## src/rtl/clint_timer_if.sv

```systemverilog
// rtl/clint_timer_if.sv - word-wide load/store port between a bus master and clint_timer
//
// Signals:
//   req    master -> slave  one access per asserted cycle
//   we     master -> slave  1 = write, 0 = read
//   addr   master -> slave  byte address, addr[4:2] selects the register
//   wdata  master -> slave  write data
//   rdata  slave -> master  read data, valid while ack = 1, otherwise 0
//   ack    slave -> master  one-cycle completion pulse, one cycle after req

interface clint_timer_if;
    logic        req;
    logic        we;
    logic [4:0]  addr;
    logic [31:0] wdata;
    logic [31:0] rdata;
    logic        ack;

    modport master (
        output req,
        output we,
        output addr,
        output wdata,
        input  rdata,
        input  ack
    );

    modport slave (
        input  req,
        input  we,
        input  addr,
        input  wdata,
        output rdata,
        output ack
    );
endinterface

```

## src/rtl/clint_timer.sv

```systemverilog
// rtl/clint_timer.sv - core-local interruptor: mtime/mtimecmp/msip plus external irq sync
//
// Ports:
//   clk            system clock
//   rst_n          asynchronous active-low reset
//   bus            clint_timer_if.slave load/store port (req/we/addr/wdata/rdata/ack)
//   ext_irq_async  asynchronous external interrupt level
//   mtip           machine timer interrupt pending (registered mtime >= mtimecmp)
//   msip           machine software interrupt pending
//   meip           machine external interrupt pending (two-flop synchronised)
//
// Register map (addr[4:2]): 0 msip, 1 mtimecmp lo, 2 mtimecmp hi, 3 mtime lo,
// 4 mtime hi, 5..7 unmapped (read 0, writes ignored, still acked).
//
// Optional build macro CLINT_HI_LATCH_EN: a read of mtime lo snapshots mtime hi
// into a shadow register, and reads of mtime hi return that shadow.

module clint_timer #(
    parameter int unsigned PRESCALE = 1
) (
    input  logic         clk,
    input  logic         rst_n,
    clint_timer_if.slave bus,
    input  logic         ext_irq_async,
    output logic         mtip,
    output logic         msip,
    output logic         meip
);
    localparam logic [15:0] PS_LAST  = 16'(PRESCALE - 1);
    localparam logic [2:0]  A_MSIP   = 3'd0;
    localparam logic [2:0]  A_CMP_LO = 3'd1;
    localparam logic [2:0]  A_CMP_HI = 3'd2;
    localparam logic [2:0]  A_MT_LO  = 3'd3;
    localparam logic [2:0]  A_MT_HI  = 3'd4;

    logic [63:0] mtime;
    logic [63:0] mtime_nxt;
    logic [63:0] mtimecmp;
    logic [15:0] pcnt;
    logic [2:0]  sel;
    logic        wr;
    logic        rd;
    logic        tick;
    logic        mtime_wr;
    logic [31:0] rd_mux;
    logic [31:0] mtime_hi_rd;
    logic        ext_sync1;
    logic        unused_addr_lsbs;

    assign sel      = bus.addr[4:2];
    assign wr       = bus.req & bus.we;
    assign rd       = bus.req & ~bus.we;
    assign tick     = (pcnt == PS_LAST);
    assign mtime_wr = wr && ((sel == A_MT_LO) || (sel == A_MT_HI));

    // Byte lanes are not decoded; the low address bits are deliberately dropped.
    assign unused_addr_lsbs = ^bus.addr[1:0];

    // A bus write to either mtime half replaces the increment for that edge;
    // the untouched half keeps its pre-edge value.
    always_comb begin
        mtime_nxt = tick ? (mtime + 64'd1) : mtime;
        if (wr && (sel == A_MT_LO)) begin
            mtime_nxt = {mtime[63:32], bus.wdata};
        end else if (wr && (sel == A_MT_HI)) begin
            mtime_nxt = {bus.wdata, mtime[31:0]};
        end
    end

`ifdef CLINT_HI_LATCH_EN
    logic [31:0] mtime_hi_shadow;

    // Snapshot taken at the lo read so a lo-then-hi read pair is coherent even
    // if a carry ripples into the hi word between the two accesses.
    always_ff @(posedge clk or negedge rst_n) begin
        if (!rst_n) begin
            mtime_hi_shadow <= 32'd0;
        end else if (rd && (sel == A_MT_LO)) begin
            mtime_hi_shadow <= mtime[63:32];
        end else if (mtime_wr) begin
            mtime_hi_shadow <= mtime_nxt[63:32];
        end
    end

    assign mtime_hi_rd = mtime_hi_shadow;
`else
    assign mtime_hi_rd = mtime[63:32];
`endif

    always_comb begin
        rd_mux = 32'd0;
        case (sel)
            A_MSIP:   rd_mux = {31'd0, msip};
            A_CMP_LO: rd_mux = mtimecmp[31:0];
            A_CMP_HI: rd_mux = mtimecmp[63:32];
            A_MT_LO:  rd_mux = mtime[31:0];
            A_MT_HI:  rd_mux = mtime_hi_rd;
            default:  rd_mux = 32'd0;
        endcase
    end

    always_ff @(posedge clk or negedge rst_n) begin
        if (!rst_n) begin
            mtime     <= 64'd0;
            mtimecmp  <= 64'hFFFF_FFFF_FFFF_FFFF;
            msip      <= 1'b0;
            pcnt      <= 16'd0;
            mtip      <= 1'b0;
            ext_sync1 <= 1'b0;
            meip      <= 1'b0;
            bus.ack   <= 1'b0;
            bus.rdata <= 32'd0;
        end else begin
            mtime <= mtime_nxt;

            // Writing mtime restarts the prescale period from the write edge.
            if (mtime_wr || tick) begin
                pcnt <= 16'd0;
            end else begin
                pcnt <= pcnt + 16'd1;
            end

            if (wr && (sel == A_CMP_LO)) begin
                mtimecmp[31:0] <= bus.wdata;
            end
            if (wr && (sel == A_CMP_HI)) begin
                mtimecmp[63:32] <= bus.wdata;
            end
            if (wr && (sel == A_MSIP)) begin
                msip <= bus.wdata[0];
            end

            // Compare uses pre-edge values, so mtip lags mtime by one cycle.
            mtip <= (mtime >= mtimecmp);

            ext_sync1 <= ext_irq_async;
            meip      <= ext_sync1;

            bus.ack   <= bus.req;
            bus.rdata <= rd ? rd_mux : 32'd0;
        end
    end
endmodule

```

## src/flat_wrapper.sv

```systemverilog
// flat-port wrapper written by rule: the top's interface ports become plain ports
module clint_timer_flat 
#(
    parameter int unsigned PRESCALE = 1
)
  (clk, rst_n, ext_irq_async, mtip, msip, meip, bus_req, bus_we, bus_addr, bus_wdata, bus_rdata, bus_ack);
  clint_timer_if bus_i ();
  input  logic clk;
  input  logic rst_n;
  input  logic ext_irq_async;
  output logic mtip;
  output logic msip;
  output logic meip;
  input wire logic [$bits(bus_i.req)-1:0] bus_req;
  input wire logic [$bits(bus_i.we)-1:0] bus_we;
  input wire logic [$bits(bus_i.addr)-1:0] bus_addr;
  input wire logic [$bits(bus_i.wdata)-1:0] bus_wdata;
  output wire logic [$bits(bus_i.rdata)-1:0] bus_rdata;
  output wire logic [$bits(bus_i.ack)-1:0] bus_ack;
  assign bus_i.req = bus_req;
  assign bus_i.we = bus_we;
  assign bus_i.addr = bus_addr;
  assign bus_i.wdata = bus_wdata;
  assign bus_rdata = bus_i.rdata;
  assign bus_ack = bus_i.ack;
  clint_timer #(.PRESCALE(PRESCALE)) u_core (.clk(clk), .rst_n(rst_n), .bus(bus_i), .ext_irq_async(ext_irq_async), .mtip(mtip), .msip(msip), .meip(meip));
endmodule
```

## config.mk

```make
export PLATFORM = sky130hd
export DESIGN_NAME = clint_timer_flat
export DESIGN_NICKNAME = d
export VERILOG_FILES = /design/src/rtl/clint_timer_if.sv /design/src/rtl/clint_timer.sv /design/src/flat_wrapper.sv
export SDC_FILE = /design/constraint.sdc
export NUM_CORES = 1
export LEC_CHECK = 0
export CAP_MARGIN = 20
export CORE_AREA = 2 2 158 160
export CTS_CLUSTER_SIZE = 10
export DETAILED_ROUTE_END_ITERATION = 8
export DIE_AREA = 0 0 160 162
export GPL_TIMING_DRIVEN = 0
export PLACE_DENSITY_LB_ADDON = 0.05
export SLEW_MARGIN = 10
export SYNTH_ARGS = -nofsm -noshare
export SYNTH_HDL_FRONTEND = slang
export SYNTH_SLANG_ARGS = --single-unit
export TNS_END_PERCENT = 30
```

## constraint.sdc

```tcl
create_clock -name clk -period 4.19 [get_ports clk]
set_input_delay 0.6285 -clock clk [delete_from_list [all_inputs] [get_ports clk]]
set_output_delay 0.6285 -clock clk [all_outputs]
set_load 0.02 [all_outputs]
```

# [Word level (Yosys, flattened, before mapping)]
# Cells that the tools add are included.
[op_classes] n_lt_le_gt_ge=1 mul=0 reduce_logical=14 n_bitwise=4 shifts=0 eq_ne=5 addsub=2 div=0 muxes=6
[op_table] operator="one-hot mux 32 bit (5 select lines)" n=1
[op_table] operator="2-to-1 mux 64 bit" n=2
[op_table] operator="adder 64 x 1 -> 64 bit, second input constant" n=1
[op_table] operator="greater-or-equal comparator 64 bit" n=1
[op_table] operator="2-to-1 mux 32 bit" n=2
[op_table] operator="adder 16 x 1 -> 16 bit, second input constant" n=1
[op_table] operator="zero test 16 bit" n=1
[op_table] operator="2-to-1 mux 16 bit" n=1
[op_table] operator="== test 3 x 2 -> 1 bit, second input constant" n=2
[op_table] operator="logical AND 1 bit" n=6
[op_table] operator="AND reduction 2 bit" n=2
[op_table] operator="nonzero test 2 bit" n=2
[op_table] operator="== test 3 x 1 -> 1 bit, second input constant" n=1
[op_table] operator="== test 3 bit, second input constant" n=1
[op_table] operator="zero test 3 bit" n=1
[op_table] operator="AND 1 bit" n=2
[op_table] operator="logical OR 1 bit" n=2
[op_table] operator="!= test 2 x 1 -> 1 bit, second input constant" n=1
[op_table] operator="inverter 1 bit" n=2
[totals] rom_bits=0 wordCells=43 ramBits=0 out_inout_bits=36 in_bits=42 register_bits=181 memories=0 latch_bits=0

# [Depth between registers and ports, before layout]
# Gate-level depths: netlist (run 1).
[logic_depth] depth_word=5 mapped_depth=10 depth_no_buf=8

# [Least setup slack after synthesis (run 1)]
# No wires, ideal clock.
[synth_path] path_type="input to register" startpoint="input port bus_addr[2]" endpoint="register u_core.mtime[57]" t_required_ps=4069 n_path_buf=3 arrival_ps=2207 setup_time_ps=121 slack_ps=1862 path_stages=9 path_cell_list="clkbuf_1 and3b_1 buf_2 nand3_1 o21ai_1 buf_2 nor2_1 a31o_2 a22o_1"
[synth_between] elab_chain_len=4 word_cells_on_any_way=8 classes_between="2 x eq/ne; 1 x mux; 1 x bitwise; 4 x reduce/logical"
[synth_lines] element="start, declared" line_no="flat_wrapper.sv:16" rtl="input wire logic [$bits(bus_i.addr)-1:0] bus_addr;"
[synth_lines] element="== test 3 bit / == test 3 x 2 -> 1 bit (equally long branches)" line_no="clint_timer.sv:65, clint_timer.sv:63"
[synth_lines] element="logical AND 1 bit (on tied branches)" line_no="clint_timer.sv:65, clint_timer.sv:63"
[synth_lines] element="nonzero test 2 bit (no line) / inverter 1 bit (equally long branches)"
[synth_lines] element="AND reduction 2 bit (no line)"
[synth_lines] element="end signal, assigned" line_no="clint_timer.sv:114" rtl="mtime <= mtime_nxt;"
[synth_lines] element="end, declared" line_no="clint_timer.sv:36" rtl="logic [63:0] mtime;"
# Several ways; a longest one is shown, not always the timed one. The select of a mux whose other input is x is not followed.
# A chain may end at the register's enable or synchronous reset.

# [Worst setup path in the final report (run 1)]
[layout_path] startpoint="input port bus_addr[3]" endpoint="register u_core.mtime[27]"
[layout_between] elab_chain_len=4 word_cells_on_any_way=8 classes_between="3 x eq/ne; 1 x mux; 4 x reduce/logical"
[layout_lines] element="== test 3 bit / == test 3 x 2 -> 1 bit (equally long branches)" line_no="clint_timer.sv:65, clint_timer.sv:63"
[layout_lines] element="logical AND 1 bit (on tied branches)" line_no="clint_timer.sv:65, clint_timer.sv:63"
[layout_lines] element="!= test 2 x 1 -> 1 bit (no line) / nonzero test 2 bit (equally long branches)"
[layout_lines] element="AND reduction 2 bit (no line)"
# Several ways; a longest one is shown, not always the timed one.

==> impl_metrics.ini, run 1 <==
[clock_network]
clkSlewWorstSetupHoldPaths_ps = 80
h-tree-depth = 4
cts_tree = yes
clock_insertion_delay_worst_skew_ps = 440
clockBufferDepth = 2
post_cts_resized = 0
post-cts-setup-buffers = 0
cts_num_sinks = 181
holdBufCountCts = 0
cts_buffers = 17
clock-root-buffer = clkbuf_16

[floorplan]
core_area_um2 = 24100
die_h_um = 162
rows = 57
die_w_um = 160
initial_utilization_pct = 44.7
die_area_um2 = 25900
io-pin-count = 78

[routing]
drt_first_pass_iters = 5
drc = 0
vias = 10200
antenna_left = 0
drt_iter0_drc = 1204
vias_per_cell = 6.19
avgRoutedWirePerCell_um = 23.5
finalWirelength_um = 38900

[finish]
areaGrowthSynthToFinish_pct = 16.8
final_area_um2 = 12600
final_cell_count_no_fill = 1652
finish.utilization_pct = 52.3
drive_gt1_share_pct = 10.1
nFillCells = 2355
final_nets = 1424
num_antenna_cells = 0

[place]
place_area_um2 = 12000
gp_congestion = 0.959
hpwl_um = 28000
port_buffers = 73
dp.cells = 1619

[global_routing]
grt_pass1_wl_um = 59900
use_met1_pct = 41.3
grt-ovfl-total = 0
track_usage_pct = 30.5
grt-busiest-layer = met2
met3_usage_pct = 5.59
grt_max_degree = 74
grt_pass1_vias = 10100
grtUsageMet2_pct = 48.0
antenna_found_initial = 2

[power]
power_density_nw_per_um2 = 474
ir_worst_vdd_uv = 300
total_leakage_power_nw = 5.15
power_mw = 5.97

[flow_run]
drv_cap = 0

[synthesis]
synthCells = 1218
synth_cell_types = 64
synth_top_cells_by_count = nand2_1, dfrtp_1, o21ai_0, a22oi_1, a21oi_1
synth.largest_area_cell = dfrtp_1
yosysSeqAreaShare_pct = 42.7
synth.top_cell.area_share_pct = 27.2
ys.warnings.count = 0
yosysMostFrequentCell = nand2_1
yosys-top-cells-area = dfrtp_1, dfstp_2, ha_1
synth_area_um2 = 10800
synth-seq-cells = 181
syn-num-nets = 1327
synth_edf_count = 0
synth-main-ff-cell = dfrtp_1
async_flop_share_pct = 100
syn_area_per_cell_um2 = 8.85

[timing]
max_clock_freq_ghz = 0.276
relSlewSlack_pct = 27.5
finalCriticalPeriod_ps = 3620
worstMarginPinSlew_ps = 1090
hold_slack_ps = 58.8
finalHoldViolations = 0
fin_crit_sh_pct = 86.4
finClkSkew_ps = 12.0
slew_viol_final = 0
rsz0062_at_grt = no
setup_viol = 0

[worst_hold_path]
hold_class = primary input to asynchronous set/reset pin

[worst_setup_path]
cp_max_fo = 10
worst_setup_path_end_kind = flop
crit_type = primary input to flop
startpoint_type = primary input
crit_required_ps = 4460
worstPathArrival_ps = 3890

[outcome]
run_status = finished, final reports clean
==> sequential cells by signal, indices dropped and copies added (netlist names) <==
register and cells:
u_core.meip 1, u_core.mtimecmp 64, u_core.pcnt 16, u_core.ext_sync1 1, u_core.mtip 1, u_core.mtime 64, u_core.msip 1, u_core.bus.rdata 32
u_core.bus.ack 1
==> worst max-delay path: stages <==
cell and delay, ps:
clkdlybuf4s50_1 630, and3b_1 200, buf_2 310, nand3_1 570, nand2_1 710, buf_2 420
nor2_1 80, a22oi_1 180, o21ai_0 150
==> routing by layer <==
layer | up-vias | wire length [um]
li1 | 4666 | -
met1 | 4970 | 16700
met2 | 480 | 17300
met3 | 105 | 3270
met4 | 2 | 1680
met5 | - | 11
==> metrics by stage <==
stage	setup TNS (ps)	setup slack, ps
final	0	570
after global routing	0	498
after CTS	0	813
after floorplan	0	1860
after global placement	-808460	-5340
after detailed placement	0	390
==> layout by cell type, fill, tap and decap left out, types with 9 or more instances in the layout <==
cell	count
o21ai_0	111
buf_2	14
o22a_1	11
inv_1	74
xor2_1	9
clkdlybuf4s50_1	72
and3_1	24
buf_1	10
and2_1	10
nor4_1	10
a22oi_1	89
nor3_1	18
clkbuf_16	17
clkbuf_1	52
nand2_1	138
nor2_1	75
ha_1	67
o22ai_1	10
and4_1	12
dfrtp_1	117
nand3_1	55
a21oi_1	87
nand4_1	30
a31oi_1	14
dfstp_2	64
==> logic make-up after synthesis <==
group	share of synthesized area (%)
XOR/XNOR	1.14
AO/OA/AOI/OAI	22.5
flip-flops	42.7
buffers and inverters	5.50
multiplexers	0.789
adder cells (fa/ha/maj)	7.77
AND/OR/NAND/NOR	19.6
==> final cells by class <==
| class | count | area, um2 | area share [%] |
|---|---|---|---|
| sequential | 181 | 4610 | 36.6 |
| multi-input combinational | 888 | 5580 | 44.3 |
| clock buffer | 20 | 437 | 3.47 |
| tap | 324 | 405 | 3.22 |
| timing repair buffer | 78 | 806 | 6.40 |
| clock inverter | 12 | 168 | 1.33 |
| inverter | 74 | 278 | 2.20 |
| buffer | 75 | 315 | 2.50 |
==> path summary, 6_finish.rpt <==
kind                                   from                   to  slack (ps)  cells past startpoint
min reg2reg                u_core.ext_sync1          u_core.meip         360                      0
max in group asynchronous             rst_n  u_core.mtimecmp[45]        3050                      3
min in group clk           u_core.ext_sync1          u_core.meip         360                      0
min                                   rst_n      u_core.pcnt[12]          60                      1
max reg2reg                 u_core.pcnt[12]     u_core.mtime[49]        1170                      6
max                             bus_addr[3]     u_core.mtime[27]         570                      9
==> where the power goes <==
group / total, mW / switching [mW] / internal, mW
Clock: 1.72 / 0.767 / 0.953
Combinational: 1.61 / 0.943 / 0.669
Sequential: 2.63 / 0.438 / 2.20
Note: power is estimated with default switching activity, not from simulation.
==> run 2, diff against run 1 <==
Settings changed: CTS_CLUSTER_SIZE 10 to unset.
==> results of run 2 <==
The final DEF is identical to that of run 1; final timing and power are the same.
